**config.mk**
```make
export PLATFORM = sky130hd
export DESIGN_NAME = rr_mux_arbiter
export DESIGN_NICKNAME = d
export VERILOG_FILES = /design/src/rtl/rr_mux_arbiter_pkg.sv /design/src/rtl/rr_mux_arbiter_pick.sv /design/src/rtl/rr_mux_arbiter.sv
export SDC_FILE = /design/constraint.sdc
export NUM_CORES = 1
export LEC_CHECK = 0
export BUFFER_PORTS_ARGS = -buffer_cell sky130_fd_sc_hd__buf_4
export CORE_MARGIN = 4
export CORE_UTILIZATION = 40
export CTS_BUF_LIST = sky130_fd_sc_hd__clkbuf_8
export DETAILED_ROUTE_END_ITERATION = 10
export PLACE_DENSITY = 0.87
export SYNTH_ARGS = -nofsm -noshare
export SYNTH_HDL_FRONTEND = slang
export SYNTH_SLANG_ARGS = --single-unit
```
**constraint.sdc**
```tcl
create_clock -name clk -period 2.6 [get_ports clk]
set_clock_uncertainty 0.15 [all_clocks]
set_input_delay 0 -clock clk [delete_from_list [all_inputs] [get_ports clk]]
set_output_delay 0 -clock clk [all_outputs]
set_load 0.02 [all_outputs]
```
**src/rtl/rr_mux_arbiter_pkg.sv**
```systemverilog
// Shared types and helpers for the round-robin mux arbiter.
// FSM state encoding and a constant-time clog2.
package rr_mux_arbiter_pkg;

    typedef enum logic {
        ST_IDLE = 1'b0,
        ST_BUSY = 1'b1
    } state_t;

    function automatic int clog2(input int v);
        int r;
        int x;
        r = 0;
        x = v - 1;
        while (x > 0) begin
            r = r + 1;
            x = x >> 1;
        end
        return r;
    endfunction

    function automatic int max1(input int v);
        return (v < 1) ? 1 : v;
    endfunction

endpackage

```
**src/rtl/rr_mux_arbiter_pick.sv**
```systemverilog
// Rotating first-one finder: first set req bit at or after ptr,
// wrapping N-1 -> 0. Purely combinational.
module rr_pick
    import rr_mux_arbiter_pkg::*;
#(
    parameter int N     = 4,
    parameter int SEL_W = 2
) (
    input  logic [N-1:0]     req,
    input  logic [SEL_W-1:0] ptr,
    output logic [SEL_W-1:0] idx,
    output logic             any
);

    function automatic logic [SEL_W-1:0] wrap_idx(
        input logic [SEL_W-1:0] p,
        input int               i
    );
        int s;
        s = int'(p) + i;
        if (s >= N) s = s - N;
        return SEL_W'(s);
    endfunction

    // scan from ptr upward, keep the first hit
    always_comb begin
        idx = '0;
        any = 1'b0;
        for (int i = 0; i < N; i++) begin
            if (!any && req[wrap_idx(ptr, i)]) begin
                any = 1'b1;
                idx = wrap_idx(ptr, i);
            end
        end
    end

endmodule

```
**src/rtl/rr_mux_arbiter.sv**
```systemverilog
// Round-robin arbiter and sequencer for the shared select datapath.
// Holds a grant until last beat or idle timeout, forwards the stream.
module rr_mux_arbiter
    import rr_mux_arbiter_pkg::*;
#(
    parameter  int N       = 4,
    parameter  int W       = 8,
    parameter  int TIMEOUT = 16,
    localparam int SEL_W   = clog2(N)
) (
    input  logic             clk,
    input  logic             rst,
    input  logic [N-1:0]     req,
    input  logic [N*W-1:0]   in_data,
    input  logic [N-1:0]     in_last,
    output logic [N-1:0]     in_ready,
    output logic             out_valid,
    output logic [W-1:0]     out_data,
    output logic             out_last,
    input  logic             out_ready,
    output logic [SEL_W-1:0] sel,
    output logic             busy,
    output logic             timeout_p
);

    localparam int CNT_W = max1(clog2(TIMEOUT + 1));
    localparam logic [CNT_W-1:0] TO_LAST =
        (TIMEOUT == 0) ? '0 : CNT_W'(TIMEOUT - 1);

    state_t           st_q;
    state_t           st_nx;
    logic [SEL_W-1:0] sel_q;
    logic [SEL_W-1:0] sel_nx;
    logic [SEL_W-1:0] ptr_q;
    logic [SEL_W-1:0] ptr_nx;
    logic [CNT_W-1:0] cnt_q;
    logic [CNT_W-1:0] cnt_nx;
    logic             tp_q;
    logic             tp_nx;

    logic [SEL_W-1:0] pick_idx;
    logic             pick_any;

    logic             busy_w;
    logic             cur_req;
    logic             cur_last;
    logic             xfer;
    logic             done_last;
    logic             to_hit;

    rr_pick #(
        .N     (N),
        .SEL_W (SEL_W)
    ) u_pick (
        .req (req),
        .ptr (ptr_q),
        .idx (pick_idx),
        .any (pick_any)
    );

    function automatic logic [SEL_W-1:0] next_ptr(
        input logic [SEL_W-1:0] s
    );
        if (s == SEL_W'(N - 1)) return '0;
        return s + SEL_W'(1);
    endfunction

    assign busy_w    = (st_q == ST_BUSY);
    assign cur_req   = req[sel_q];
    assign cur_last  = in_last[sel_q];
    assign xfer      = busy_w & cur_req & out_ready;
    assign done_last = xfer & cur_last;
    // count reaches TIMEOUT on this idle cycle
    assign to_hit    = (TIMEOUT != 0) && busy_w &&
                       !cur_req && (cnt_q == TO_LAST);

    // state, grant, pointer, idle counter and pulse registers
    always_ff @(posedge clk) begin
        if (rst) begin
            st_q  <= ST_IDLE;
            sel_q <= '0;
            ptr_q <= '0;
            cnt_q <= '0;
            tp_q  <= 1'b0;
        end else begin
            st_q  <= st_nx;
            sel_q <= sel_nx;
            ptr_q <= ptr_nx;
            cnt_q <= cnt_nx;
            tp_q  <= tp_nx;
        end
    end

    // next-state: arbitrate in IDLE, release on last or timeout in BUSY
    always_comb begin
        st_nx  = st_q;
        sel_nx = sel_q;
        ptr_nx = ptr_q;
        cnt_nx = cnt_q;
        tp_nx  = 1'b0;
        unique case (st_q)
            ST_IDLE: begin
                cnt_nx = '0;
                if (pick_any) begin
                    st_nx  = ST_BUSY;
                    sel_nx = pick_idx;
                end
            end
            ST_BUSY: begin
                if (done_last) begin
                    st_nx  = ST_IDLE;
                    ptr_nx = next_ptr(sel_q);
                    cnt_nx = '0;
                end else if (to_hit) begin
                    st_nx  = ST_IDLE;
                    ptr_nx = next_ptr(sel_q);
                    cnt_nx = '0;
                    tp_nx  = 1'b1;
                end else if (cur_req) begin
                    cnt_nx = '0;
                end else if (TIMEOUT != 0) begin
                    cnt_nx = cnt_q + CNT_W'(1);
                end
            end
            default: begin
                st_nx = ST_IDLE;
            end
        endcase
    end

    // N:1 data select driven by the registered grant only
    always_comb begin
        out_data = '0;
        for (int i = 0; i < N; i++) begin
            if (sel_q == SEL_W'(i)) out_data = in_data[i*W +: W];
        end
    end

    // accept goes only to the granted requester
    always_comb begin
        in_ready        = '0;
        in_ready[sel_q] = busy_w & out_ready;
    end

    assign out_valid = busy_w & cur_req;
    assign out_last  = cur_last;
    assign sel       = sel_q;
    assign busy      = busy_w;
    assign timeout_p = tp_q;

endmodule
```
==> out/results.txt <==
status -> finished, violations left
failing checks -> hold timing
Post-synth EDFFs -> 0
# DRC -> 0
Startpoint Class -> flop
Initial Utilization -> 42.0%
Synth Flop Type -> dfxtp_1
Synth Area per Inst -> 7.87 um^2
Max VDD drop -> 0.328 mV
sequential cell area fraction in the yosys report -> 23.7%
unrepaired setup endpoints after global routing -> false
Max Slew Vio Count -> 0
sw frac -> 32.5%
number of cells upsized or downsized after cts -> 0
Max-slew headroom -> 62.3%
syn_nets -> 167
via/cell ratio -> 5.43
Core Area -> 0.00221 mm^2
critical path class -> flop to primary output
Worst EP required -> 2.45 ns
die span in y -> 56.2 um
internal power -> 406 uW
hold path depth -> 3
DP Area -> 0.00138 mm^2
clk sinks -> 11
Crit-path slowest cell -> nor2b_1
crit share post-route -> 90.1%
Worst Tran Pin Value -> 0.566 ns
H-tree depth -> 1
number of setup violations in the final report -> 0
nets -> 227
vias in the first global route -> 1,060
IO buf count -> 60
Gate power share -> 40.7%
count of cell types in the netlist -> 33
Layout area overhead -> 54.6%
Synth Warn # -> 0
Psw -> 196 uW
Finished Core Util -> 64.9%
Peak Freq -> 427 MHz
clock power share -> 27.9%
worst path arrival time -> 2.19 ns
row cnt -> 17
Pleak -> 0.648 nW
Synth async-reset ratio -> 0%
clock latency on the worst-skew pair -> 0.24 ns
gr usage total -> 17.8%
Max-Cap Viols -> 0
via count -> 1,114
largest net degree at the start of global routing -> 19
PwrDens -> 419 mW/mm^2
Crit. path cell count -> 6
antenna violations before repair -> 0
grt ovf -> 0
die area -> 0.00316 mm^2
Worst Slack Setup Final -> 0.258 ns
largest fanout on the critical path -> 11
Clock Tree Buf Depth -> 2
WHS -> -0.00266 ns
CTS buffer count -> 3
Period minus WS final -> 2.34 ns
Placement Setup Slack -> 0.485 ns
Crit. End Element -> primary output
DIE WIDTH -> 56.2 um
crit path cell chain -> inv_1, ha_1, nor2b_1, a221oi_1, o31ai_1, buf_4
DP Wirelength -> 2.30 mm
I/O pin count -> 61
root buf cell -> clkbuf_8
Routed WL per cell -> 14.1 um
DRT Wirelength -> 2.89 mm
share of layout cells above drive strength 1 -> 39.0%
CTS tree -> yes
fin area -> 0.00144 mm^2
Crit path max-delay family -> simple AND/OR/NAND/NOR gates
Reg2Reg Depth -> 4
crit path buf inv count -> 2
Final Hold Viols -> 1
1st-iter DRT viols -> 35
slowest stage delay, CP -> 0.46 ns
clock slew seen by the registers of the worst setup and hold paths -> 0.06 ns
Seq pwr share -> 31.4%
diode count -> 0
Mapped Area -> 928 um^2
Hold WC Path Type -> input pin to flop
first-pass GRT wire length -> 4.61 mm
routability cong. -> 0.864
setup TNS -> 0 ns
Antenna Violating Nets Remaining -> 0
post-synthesis cell count -> 118
register bit total from synthesis -> 11
First-pass DRT Iterations -> 4
power groups by stage:
| stage | registers (mW) | clock network [mW] | logic (mW) |
|---|---|---|---|
| 2_1_floorplan | 0.192 | 0 | 0.128 |
| 3_3_place_gp | 0.191 | 0 | 0.238 |
| 3_5_place_dp | 0.192 | 0 | 0.244 |
| 4_1_cts | 0.189 | 0.174 | 0.245 |
| 5_1_grt | 0.190 | 0.182 | 0.266 |
| 6_report | 0.189 | 0.168 | 0.245 |
path summary, 6_finish.rpt:
check / endpoint / slack (ns) / start
worst min-delay path: sel[1]$_SDFFE_PP0P_ / -0.003 / req[3]
worst max-delay path: out_data[2] / 0.26 / sel[1]$_SDFFE_PP0P_
worst min register to register: cnt_q[0]$_SDFF_PP0_ / 0.32 / cnt_q[0]$_SDFF_PP0_
worst max register to register: ptr_q[1]$_SDFFE_PP0P_ / 0.48 / sel[0]$_SDFFE_PP0P_
through the flow:
| stage | power, mW | cells | hold slack, ns |
|---|---|---|---|
| after global placement | 0.430 | 200 | 0.0800 |
| after floorplan | 0.320 | 118 | 0.0276 |
| after global routing | 0.639 | 205 | 0.0479 |
| after detailed placement | 0.436 | 200 | 0.0882 |
| after CTS | 0.608 | 205 | 0.000826 |
| final | 0.602 | 205 | -0.00266 |
cell families (layout without fill, tap and decap cells):
kind of cell             after synthesis  in the layout  share of synthesized area (%)
multiplexers                           3              3                           5.93
buffers and inverters                 11             70                           5.66
flip-flops                            11             11                           23.7
AND/OR/NAND/NOR                       59             59                           35.0
adder cells (fa/ha/maj)                6              6                           8.09
AO/OA/AOI/OAI                         26             26                           19.7
XOR/XNOR                               2              2                           1.89
worst reg2reg max path: cells and delay by family, from the launching register on:
kind             cells  cell delay, ns
muxes                1            0.61
DFF                  1            0.50
and+or+nand+nor      3            0.80
what timing repair did:
action                                  CTS  global route
setup buffers                             0             0
endpoints found under the hold margin     5             0
hold buffers                              1             0
endpoints found under the setup margin    0             0
state kept, by name, indices dropped and copies added (netlist names):
register and cells:
cnt_q 5, timeout_p 1, sel 2, ptr_q 2, busy 1
synth_stat cells, types with 2 or more instances:
cell / n / area [um^2]
a221oi_1: 7 / 61.3
nand2b_1: 3 / 18.8
nand2_1: 14 / 52.6
nand4b_1: 2 / 17.5
ha_1: 6 / 75.1
nand3_1: 2 / 10.0
nor2_1: 9 / 33.8
o31ai_1: 7 / 52.6
mux4_2: 2 / 45.0
clkbuf_1: 4 / 15.0
and3_1: 6 / 37.5
or4_1: 2 / 15.0
nor2b_1: 9 / 56.3
nor3_1: 4 / 20.0
dfxtp_1: 11 / 220
a21oi_1: 8 / 40.0
inv_1: 5 / 18.8
o21a_1: 2 / 15.0
final cells by class:
| cell class | count | area (um^2) |
|---|---|---|
| timing repair buffer | 61 | 460 |
| clock buffer | 3 | 41.3 |
| fill | 199 | 777 |
| inverter | 5 | 18.8 |
| multi-input combinational | 96 | 656 |
| tap | 28 | 35.0 |
| sequential | 11 | 220 |
| clock inverter | 1 | 3.75 |
cells in the final DEF, fill, tap and decap left out, drive strengths merged, types with 2 or more instances in the layout:
cell and n:
nor2 9, mux4 2, inv 6, ha 6, nor2b 9, nand4b 2, nand2b 3, and3 7
a221oi 7, nand3 2, o21a 2, o31ai 7, nand2 14, dfxtp 11, a21oi 8, clkbuf 3
nor3 4, buf 60, or4 2
per-layer routing:
layer / global-route usage, % / share of wire (%) / wire length (um) / vias to the layer above
met5: 0 / 0 / 0 / -
met2: 31.7 / 47 / 1360 / 53
met3: 6.50 / 11 / 323 / 2
li1: - / - / - / 550
met4: 5.42 / 0.52 / 15 / 0
met1: 19.3 / 41 / 1180 / 509
Power figures use the tool's default switching activity.
